<file path="src/rtl/cpu_run_ctrl_pkg.sv">
// Shared definitions for the run controller.
// Holds the controller state encoding, the run-end cause codes and the
// instruction-set constants that the controller needs to detect a halt.
package cpu_run_ctrl_pkg;

    localparam int unsigned ADDR_W  = 4;
    localparam int unsigned INSTR_W = 8;

    // Opcode field [7:6] of a JUMP; target is in [3:0].
    localparam logic [1:0] OP_JUMP = 2'b11;

    typedef enum logic [2:0] {
        StIdle,
        StClear,
        StRun,
        StPause,
        StDone
    } state_e;

    typedef enum logic [1:0] {
        CauseHalt    = 2'b00,
        CausePcRange = 2'b01,
        CauseTimeout = 2'b10,
        CauseStop    = 2'b11
    } done_cause_e;

endpackage

</file>
<file path="src/rtl/cpu_run_ctrl_if.sv">
// Instruction-load channel of the run controller.
// master : loader side, drives load_valid / load_addr / load_data
// slave  : controller side, returns load_ready
// A word is written on a clock edge where load_valid and load_ready are both high.
interface cpu_run_ctrl_if;
    import cpu_run_ctrl_pkg::*;

    logic                 load_valid;
    logic                 load_ready;
    logic [ADDR_W-1:0]    load_addr;
    logic [INSTR_W-1:0]   load_data;

    modport master (
        output load_valid,
        output load_addr,
        output load_data,
        input  load_ready
    );

    modport slave (
        input  load_valid,
        input  load_addr,
        input  load_data,
        output load_ready
    );

endinterface

</file>
<file path="src/rtl/cpu_imem.sv">
// Instruction memory: DEPTH x 8, synchronous write, asynchronous read.
// Contents are not reset, so a loaded program survives a controller reset.
// Ports:
//   clk    clock
//   we     write enable (sampled on rising edge)
//   waddr  write address
//   wdata  write data
//   raddr  read address
//   rdata  read data, combinational from raddr
module cpu_imem
    import cpu_run_ctrl_pkg::*;
#(
    parameter int unsigned DEPTH = 16
) (
    input  logic               clk,
    input  logic               we,
    input  logic [ADDR_W-1:0]  waddr,
    input  logic [INSTR_W-1:0] wdata,
    input  logic [ADDR_W-1:0]  raddr,
    output logic [INSTR_W-1:0] rdata
);

    logic [INSTR_W-1:0] mem [DEPTH];

    always_ff @(posedge clk) begin
        if (we) begin
            mem[waddr] <= wdata;
        end
    end

    assign rdata = mem[raddr];

endmodule

</file>
<file path="src/rtl/cpu_run_ctrl.sv">
// Run controller for a small core: owns the instruction memory, sequences
// clear/run/pause/single-step, and ends a run on stop, self-jump halt,
// PC out of range or cycle limit.
// Ports:
//   clk, reset           clock, asynchronous active-high reset
//   load                 instruction-load channel (slave side)
//   start/step/resume/stop  single-cycle control pulses; pause is a level
//   core_pc              core program counter
//   instr                instruction presented to the core
//   core_en              qualifies every core PC / register-file update
//   core_reset           synchronous clear pulse to the core
//   busy, done           status (busy in CLEAR/RUN/PAUSE, done in DONE)
//   done_cause           why the last run ended
//   cycle_count          core-enabled cycles in the current run (saturating)
module cpu_run_ctrl
    import cpu_run_ctrl_pkg::*;
#(
    parameter int unsigned MAX_CYCLES = 1000,
    parameter int unsigned MEM_DEPTH  = 16
) (
    input  logic                clk,
    input  logic                reset,
    cpu_run_ctrl_if.slave       load,
    input  logic                start,
    input  logic                pause,
    input  logic                step,
    input  logic                resume,
    input  logic                stop,
    input  logic [7:0]          core_pc,
    output logic [INSTR_W-1:0]  instr,
    output logic                core_en,
    output logic                core_reset,
    output logic                busy,
    output logic                done,
    output logic [1:0]          done_cause,
    output logic [15:0]         cycle_count
);

    state_e             state_q, state_d;
    done_cause_e        cause_q, cause_d;
    logic [15:0]        count_q, count_d;
    logic               core_reset_q, busy_q, done_q, load_ready_q;

    logic [INSTR_W-1:0] mem_rdata;
    logic               load_we;
    logic               pc_oor, halt, timeout, end_hit;
    done_cause_e        end_cause;

    assign load_we = load.load_valid & load_ready_q;

    cpu_imem #(
        .DEPTH (MEM_DEPTH)
    ) u_imem (
        .clk   (clk),
        .we    (load_we),
        .waddr (load.load_addr),
        .wdata (load.load_data),
        .raddr (core_pc[ADDR_W-1:0]),
        .rdata (mem_rdata)
    );

    assign pc_oor = (core_pc >= 8'(MEM_DEPTH));
    // Out-of-range fetches see a harmless word so no spurious halt is decoded.
    assign instr  = pc_oor ? '0 : mem_rdata;

    always_comb begin
        halt    = (instr[7:6] == OP_JUMP) && (instr[3:0] == core_pc[3:0]);
        timeout = (count_q == 16'(MAX_CYCLES));

        // Run-end checks in priority order; stop outranks everything.
        end_hit   = 1'b1;
        end_cause = CauseStop;
        if (stop) begin
            end_cause = CauseStop;
        end else if (halt) begin
            end_cause = CauseHalt;
        end else if (pc_oor) begin
            end_cause = CausePcRange;
        end else if (timeout) begin
            end_cause = CauseTimeout;
        end else begin
            end_hit = 1'b0;
        end

        state_d = state_q;
        cause_d = cause_q;
        core_en = 1'b0;

        unique case (state_q)
            StIdle, StDone: begin
                if (start) begin
                    state_d = StClear;
                    cause_d = CauseHalt;
                end
            end
            StClear: begin
                state_d = StRun;
            end
            StRun: begin
                if (end_hit) begin
                    state_d = StDone;
                    cause_d = end_cause;
                end else if (pause) begin
                    state_d = StPause;
                end else begin
                    core_en = 1'b1;
                end
            end
            StPause: begin
                // end_hit with stop always carries CauseStop, so stop wins over step.
                if (end_hit && (stop || step)) begin
                    state_d = StDone;
                    cause_d = end_cause;
                end else if (step) begin
                    core_en = 1'b1;
                end else if (resume) begin
                    state_d = StRun;
                end
            end
            default: begin
                state_d = StIdle;
            end
        endcase

        count_d = count_q;
        if (state_d == StClear) begin
            count_d = '0;
        end else if (core_en && (count_q != 16'hFFFF)) begin
            count_d = count_q + 16'd1;
        end
    end

    // State and registered outputs, all derived from the next state.
    always_ff @(posedge clk or posedge reset) begin
        if (reset) begin
            state_q      <= StIdle;
            cause_q      <= CauseHalt;
            count_q      <= '0;
            core_reset_q <= 1'b1;
            busy_q       <= 1'b0;
            done_q       <= 1'b0;
            load_ready_q <= 1'b1;
        end else begin
            state_q      <= state_d;
            cause_q      <= cause_d;
            count_q      <= count_d;
            core_reset_q <= (state_d == StClear);
            busy_q       <= (state_d inside {StClear, StRun, StPause});
            done_q       <= (state_d == StDone);
            load_ready_q <= (state_d inside {StIdle, StDone});
        end
    end

    assign load.load_ready = load_ready_q;
    assign core_reset      = core_reset_q;
    assign busy            = busy_q;
    assign done            = done_q;
    assign done_cause      = cause_q;
    assign cycle_count     = count_q;

endmodule

</file>
<file path="src/flat_wrapper.sv">
// flat-port wrapper written by rule: the top's interface ports become plain ports
module cpu_run_ctrl_flat import cpu_run_ctrl_pkg::*;
#(
    parameter int unsigned MAX_CYCLES = 1000,
    parameter int unsigned MEM_DEPTH  = 16
)
  (clk, reset, start, pause, step, resume, stop, core_pc, instr, core_en, core_reset, busy, done, done_cause, cycle_count, load_load_valid, load_load_addr, load_load_data, load_load_ready);
  cpu_run_ctrl_if load_i ();
  input  logic clk;
  input  logic reset;
  input  logic start;
  input  logic pause;
  input  logic step;
  input  logic resume;
  input  logic stop;
  input  logic [7:0] core_pc;
  output logic [INSTR_W-1:0] instr;
  output logic core_en;
  output logic core_reset;
  output logic busy;
  output logic done;
  output logic [1:0] done_cause;
  output logic [15:0] cycle_count;
  input wire logic [$bits(load_i.load_valid)-1:0] load_load_valid;
  input wire logic [$bits(load_i.load_addr)-1:0] load_load_addr;
  input wire logic [$bits(load_i.load_data)-1:0] load_load_data;
  output wire logic [$bits(load_i.load_ready)-1:0] load_load_ready;
  assign load_i.load_valid = load_load_valid;
  assign load_i.load_addr = load_load_addr;
  assign load_i.load_data = load_load_data;
  assign load_load_ready = load_i.load_ready;
  cpu_run_ctrl #(.MAX_CYCLES(MAX_CYCLES), .MEM_DEPTH(MEM_DEPTH)) u_core (.clk(clk), .reset(reset), .load(load_i), .start(start), .pause(pause), .step(step), .resume(resume), .stop(stop), .core_pc(core_pc), .instr(instr), .core_en(core_en), .core_reset(core_reset), .busy(busy), .done(done), .done_cause(done_cause), .cycle_count(cycle_count));
endmodule
</file>
<file path="config.mk">
export PLATFORM = sky130hd
export DESIGN_NAME = cpu_run_ctrl_flat
export DESIGN_NICKNAME = d
export VERILOG_FILES = /design/src/rtl/cpu_run_ctrl_pkg.sv /design/src/rtl/cpu_run_ctrl_if.sv /design/src/rtl/cpu_imem.sv /design/src/rtl/cpu_run_ctrl.sv /design/src/flat_wrapper.sv
export SDC_FILE = /design/constraint.sdc
export NUM_CORES = 1
export LEC_CHECK = 0
export ABC_AREA = 1
export CAP_MARGIN = 10
export CORE_MARGIN = 5
export CORE_UTILIZATION = 35
export CTS_CLUSTER_DIAMETER = 60
export DETAILED_ROUTE_END_ITERATION = 10
export GPL_ROUTABILITY_DRIVEN = 0
export PLACE_DENSITY = 0.58
export SYNTH_ARGS = -nofsm -noshare
export SYNTH_HDL_FRONTEND = slang
export SYNTH_SLANG_ARGS = --single-unit
export TNS_END_PERCENT = 30
</file>
<file path="constraint.sdc">
create_clock -name clk -period 7.7 [get_ports clk]
set_input_delay 1.54 -clock clk [delete_from_list [all_inputs] [get_ports clk]]
set_output_delay 1.54 -clock clk [all_outputs]
set_load 0.01 [all_outputs]
</file>
==> summary.md <==
| Metric | Value |
|---|---|
| Port Buf Inserts | 58 |
| Slew Viols, Final | 0 |
| Total GRT Usage | 15.55% |
| Worst EP required | 6.16 ns |
| R2r worst-path depth | 9 |
| DP Wirelength | around 11000 µm |
| Vias post-DR | 5016 |
| Slew Limit Headroom | between 30% and 40% |
| Status | finished clean |
| Hold endpoint | u_core.core_reset$_DFF_PP1_ |
| CTS tree | built |
| Hold Crit Class | flop to flop |
| CTS max path bufs | 2 |
| Post-route insts no fill | 1031 |
| Fin crit share | 81.00% |
| Max stage delay on crit path | 0.58 ns |
| CTS sink count | roughly 150 |
| Hold path depth | 3 |
| Fill count | 1896 |
| Hold_buf cts | 0 |
| Clock Pin Slew Worst Setup and Hold Paths | about 0.060 ns |
| Clk_skew | between 0.01 and 0.015 ns |
| Setup TNS | 0 ns |
| Ratio of cells with drive above 1 in the final layout | under 10% |
| Crit path buf inv count | 4 |
| Critical Path Stages | 17 |
| Core Util, Final | approximately 43% |
| WL/cell | ~16 µm |
| Largest net degree at the start of global routing | 67 |
| R2r setup slk | ~5 ns |
| Least-Margin Pin Slew | around 0.97 ns |
| # IOs | a little under 60 |
| P_leak | around 3.3 nW |
| First-pass GRT wire length | roughly 27000 µm |
| CTS resizes | 0 |
| Number of nets with antenna violations after detailed routing | 0 |
| Clk root buf | clkbuf_16 |
| Crit path DAT | between 4 and 5 ns |
| #FFs+latches synth | approximately 150 |
| Initial antenna violation count | 0 |
| Total gr overflow | 0 |
| Starting Density | around 36% |
| Crit-path max FO | 40 |
| Peak VDD IR | approximately 160 µV |
| Max Freq | 160.3 MHz |
| RR Startpoint | u_core.cycle_count[0]$_DFFE_PP0P_ |
| Reg2reg end | u_core.cycle_count[5]$_DFFE_PP0P_ |
| Hold Fails Final Rpt | 0 |
| Place WS | roughly 1.5 ns |
| ANT cells | 0 |
| Routed WL | between 15000 and 20000 µm |
| Mean Syn Cell Area | 10.00 µm² |
| Die Height | roughly 150 µm |
| Worst path top cell family by delay | buffers and inverters |
| Die Footprint | 22970 µm² |
| Slowest-stage cell, CP | clkdlybuf4s50_1 |
| 1st-iter DRT viols | roughly 310 |
| CTS buffer count | 17 |
| H-tree depth | 4 |
| Die X-Extent | between 150 and 200 µm |
| Pwr/cell area | about 230 nW/µm² |
| Syn_nets | roughly 730 |
| Setup ws final | ~1.5 ns |
| Unrepaired setup endpoints after global routing | false |
| Minimum clock period | 6.237 ns |
| Crit path capture type | primary output |
| Area grow syn2layout | 18.97% |
| Placed insts | 999 |
| Ys Warns | 0 |
| Crit Path Category | primary input to primary output |
| Startpoint Class | primary input |
| Vias in the first global route | 5024 |
| Residual DRC | 0 |
| Via density | roughly 5 |
| Core region area | approximately 20000 µm² |
| Post-synthesis cell area | between 7000 and 8000 µm² |
| CP dominant cell by count | nand2_1 |
| NumNets Final | 783 |
| Count of cell types in the netlist | 30 |
| Postcts setup bufs | 0 |
| Part of the Yosys area used for sequential elements | 63.76% |
| Max-cap viol count | 0 |
| Drt first pass iters | 5 |
| Row Count | 51 |
| Worst hold start | u_core.state_q[1]$_DFF_PP0_ |
| Setup violators final | 0 |
| Worst skew pair latency | approximately 0.43 ns |
| Crit-path cells | clkdlybuf4s50_1 -> buf_4 -> inv_2 -> nand2_1 -> nand3_1 -> nand3_1 -> nand2_1 -> nand2_1 -> nand2_1 -> nand2_1 -> nor2_1 -> nand3_2 -> nand3_2 -> nor2_1 -> nand2_1 -> nand2_4 -> clkdlybuf4s50_1 |
| Synth Instances | ~700 |
-- routing by layer --
layer,GRT usage [%],routed length (µm),vias up
li1,-,-,2473
met1,20.94,7900,2386
met2,25.09,7875,144
met3,3.896,967,13
met4,4.313,221,0
met5,0,0,-
-- cell usage after synthesis --
library cell | n | share of area (%)
inv_1 | 81 | 4.3
o22ai_1 | 2 | 0.18
clkinv_1 | 3 | 0.16
nand3b_1 | 1 | 0.11
inv_2 | 2 | 0.11
o211ai_1 | 9 | 0.96
nand3_2 | 2 | 0.29
nand3_1 | 84 | 6.0
clkbuf_1 | 8 | 0.43
a21oi_1 | 6 | 0.43
o221ai_1 | 6 | 0.75
o21ai_0 | 32 | 2.3
buf_4 | 5 | 0.54
buf_1 | 3 | 0.16
xnor2_1 | 1 | 0.12
buf_2 | 8 | 0.57
nand4_1 | 20 | 1.8
xor2_1 | 13 | 1.6
dfrtp_1 | 23 | 8.2
nor3_1 | 8 | 0.57
o21ai_1 | 4 | 0.29
dfstp_2 | 2 | 0.75
nor4_1 | 4 | 0.36
nor2_1 | 79 | 4.2
buf_6 | 5 | 0.80
nand2_1 | 157 | 8.4
nand2_4 | 2 | 0.32
ha_1 | 2 | 0.36
edfxtp_1 | 128 | 55
a31oi_1 | 1 | 0.089
-- per-stage QoR --
stage | area (µm²) | hold slack (ns) | power [mW]
final | 8343 | 0.5247 | 1.960
after global routing | 8343 | 0.5886 | 2.049
after CTS | 8343 | 0.5378 | 1.979
after detailed placement | 7775 | 0.5222 | 1.175
after global placement | 7775 | 0.5160 | 1.175
after floorplan | 7013 | 0.4700 | 1.085
-- power breakdown --
part	internal [mW]	leakage (nW)	switching, mW
Clock	0.452	0.278	0.350
Combinational	0.0725	1.58	0.138
Sequential	0.934	1.49	0.0137
Total	1.46	3.35	0.502
-- tightest hold or removal path, cell delays in order (launching register included) --
cell and delay [ns]:
dfrtp_1 0.34, nor2_1 0.06, inv_1 0.05, nor2_1 0.07
-- layout make-up --
class / count / area (µm²) / area share (%)
multi-input cells: 433 / 2043 / 24.49
repair buffers: 62 / 605.6 / 7.259
clock buffers: 17 / 425.4 / 5.099
flip-flops and latches: 153 / 4472 / 53.60
inverters: 86 / 322.8 / 3.869
clock inverters: 15 / 142.6 / 1.710
well taps: 265 / 331.6 / 3.974
-- sequential cells by signal, indices dropped and copies added, names as in the netlist --
name	cells
u_core.u_imem.mem	128
u_core.cycle_count	16
u_core.state_q	3
u_core.done_cause	2
u_core.busy	1
u_core.core_reset	1
u_core.done	1
u_core.load.load_ready	1
-- logic make-up (layout without fill, tap and decap cells) --
group / count (synthesis) / count (layout) / share of synthesized area [%]
compound gates: 60 / 60 / 4.978
xor+xnor: 14 / 14 / 1.748
fa+ha+maj: 2 / 2 / 0.3568
buf+inv: 115 / 180 / 7.101
flops: 153 / 153 / 63.76
simple gates: 357 / 357 / 22.05
-- how the worst max path moves through the flow --
stage                     from       to  slack (ns)
finish              core_pc[1]  core_en        1.46
CTS                 core_pc[1]  core_en        1.45
global placement    core_pc[1]  core_en        1.51
floorplan           core_pc[2]  core_en        3.15
detailed placement  core_pc[1]  core_en        1.46
global route        core_pc[1]  core_en        1.19
-- layout by cell type, fill, tap and decap left out --
master and count:
inv_8 2, o21ai_0 32, o22ai_1 2, dfrtp_1 23, dfstp_2 2, inv_2 2
ha_1 2, bufinv_16 1, nand4_1 20, clkbuf_16 17, nand3_1 84, xor2_1 13
o221ai_1 6, clkinv_1 5, inv_6 4, o211ai_1 9, buf_2 1, nor2_1 79
xnor2_1 1, nand3b_1 1, edfxtp_1 128, o21ai_1 4, nor4_1 4, nor3_1 8
clkinvlp_4 1, clkinv_4 4, a31oi_1 1, nand2_4 2, inv_1 81, a21oi_1 6
clkinv_2 1, buf_4 4, nand2_1 157, clkdlybuf4s50_1 57, nand3_2 2
(Power assumes the default switching activity.)
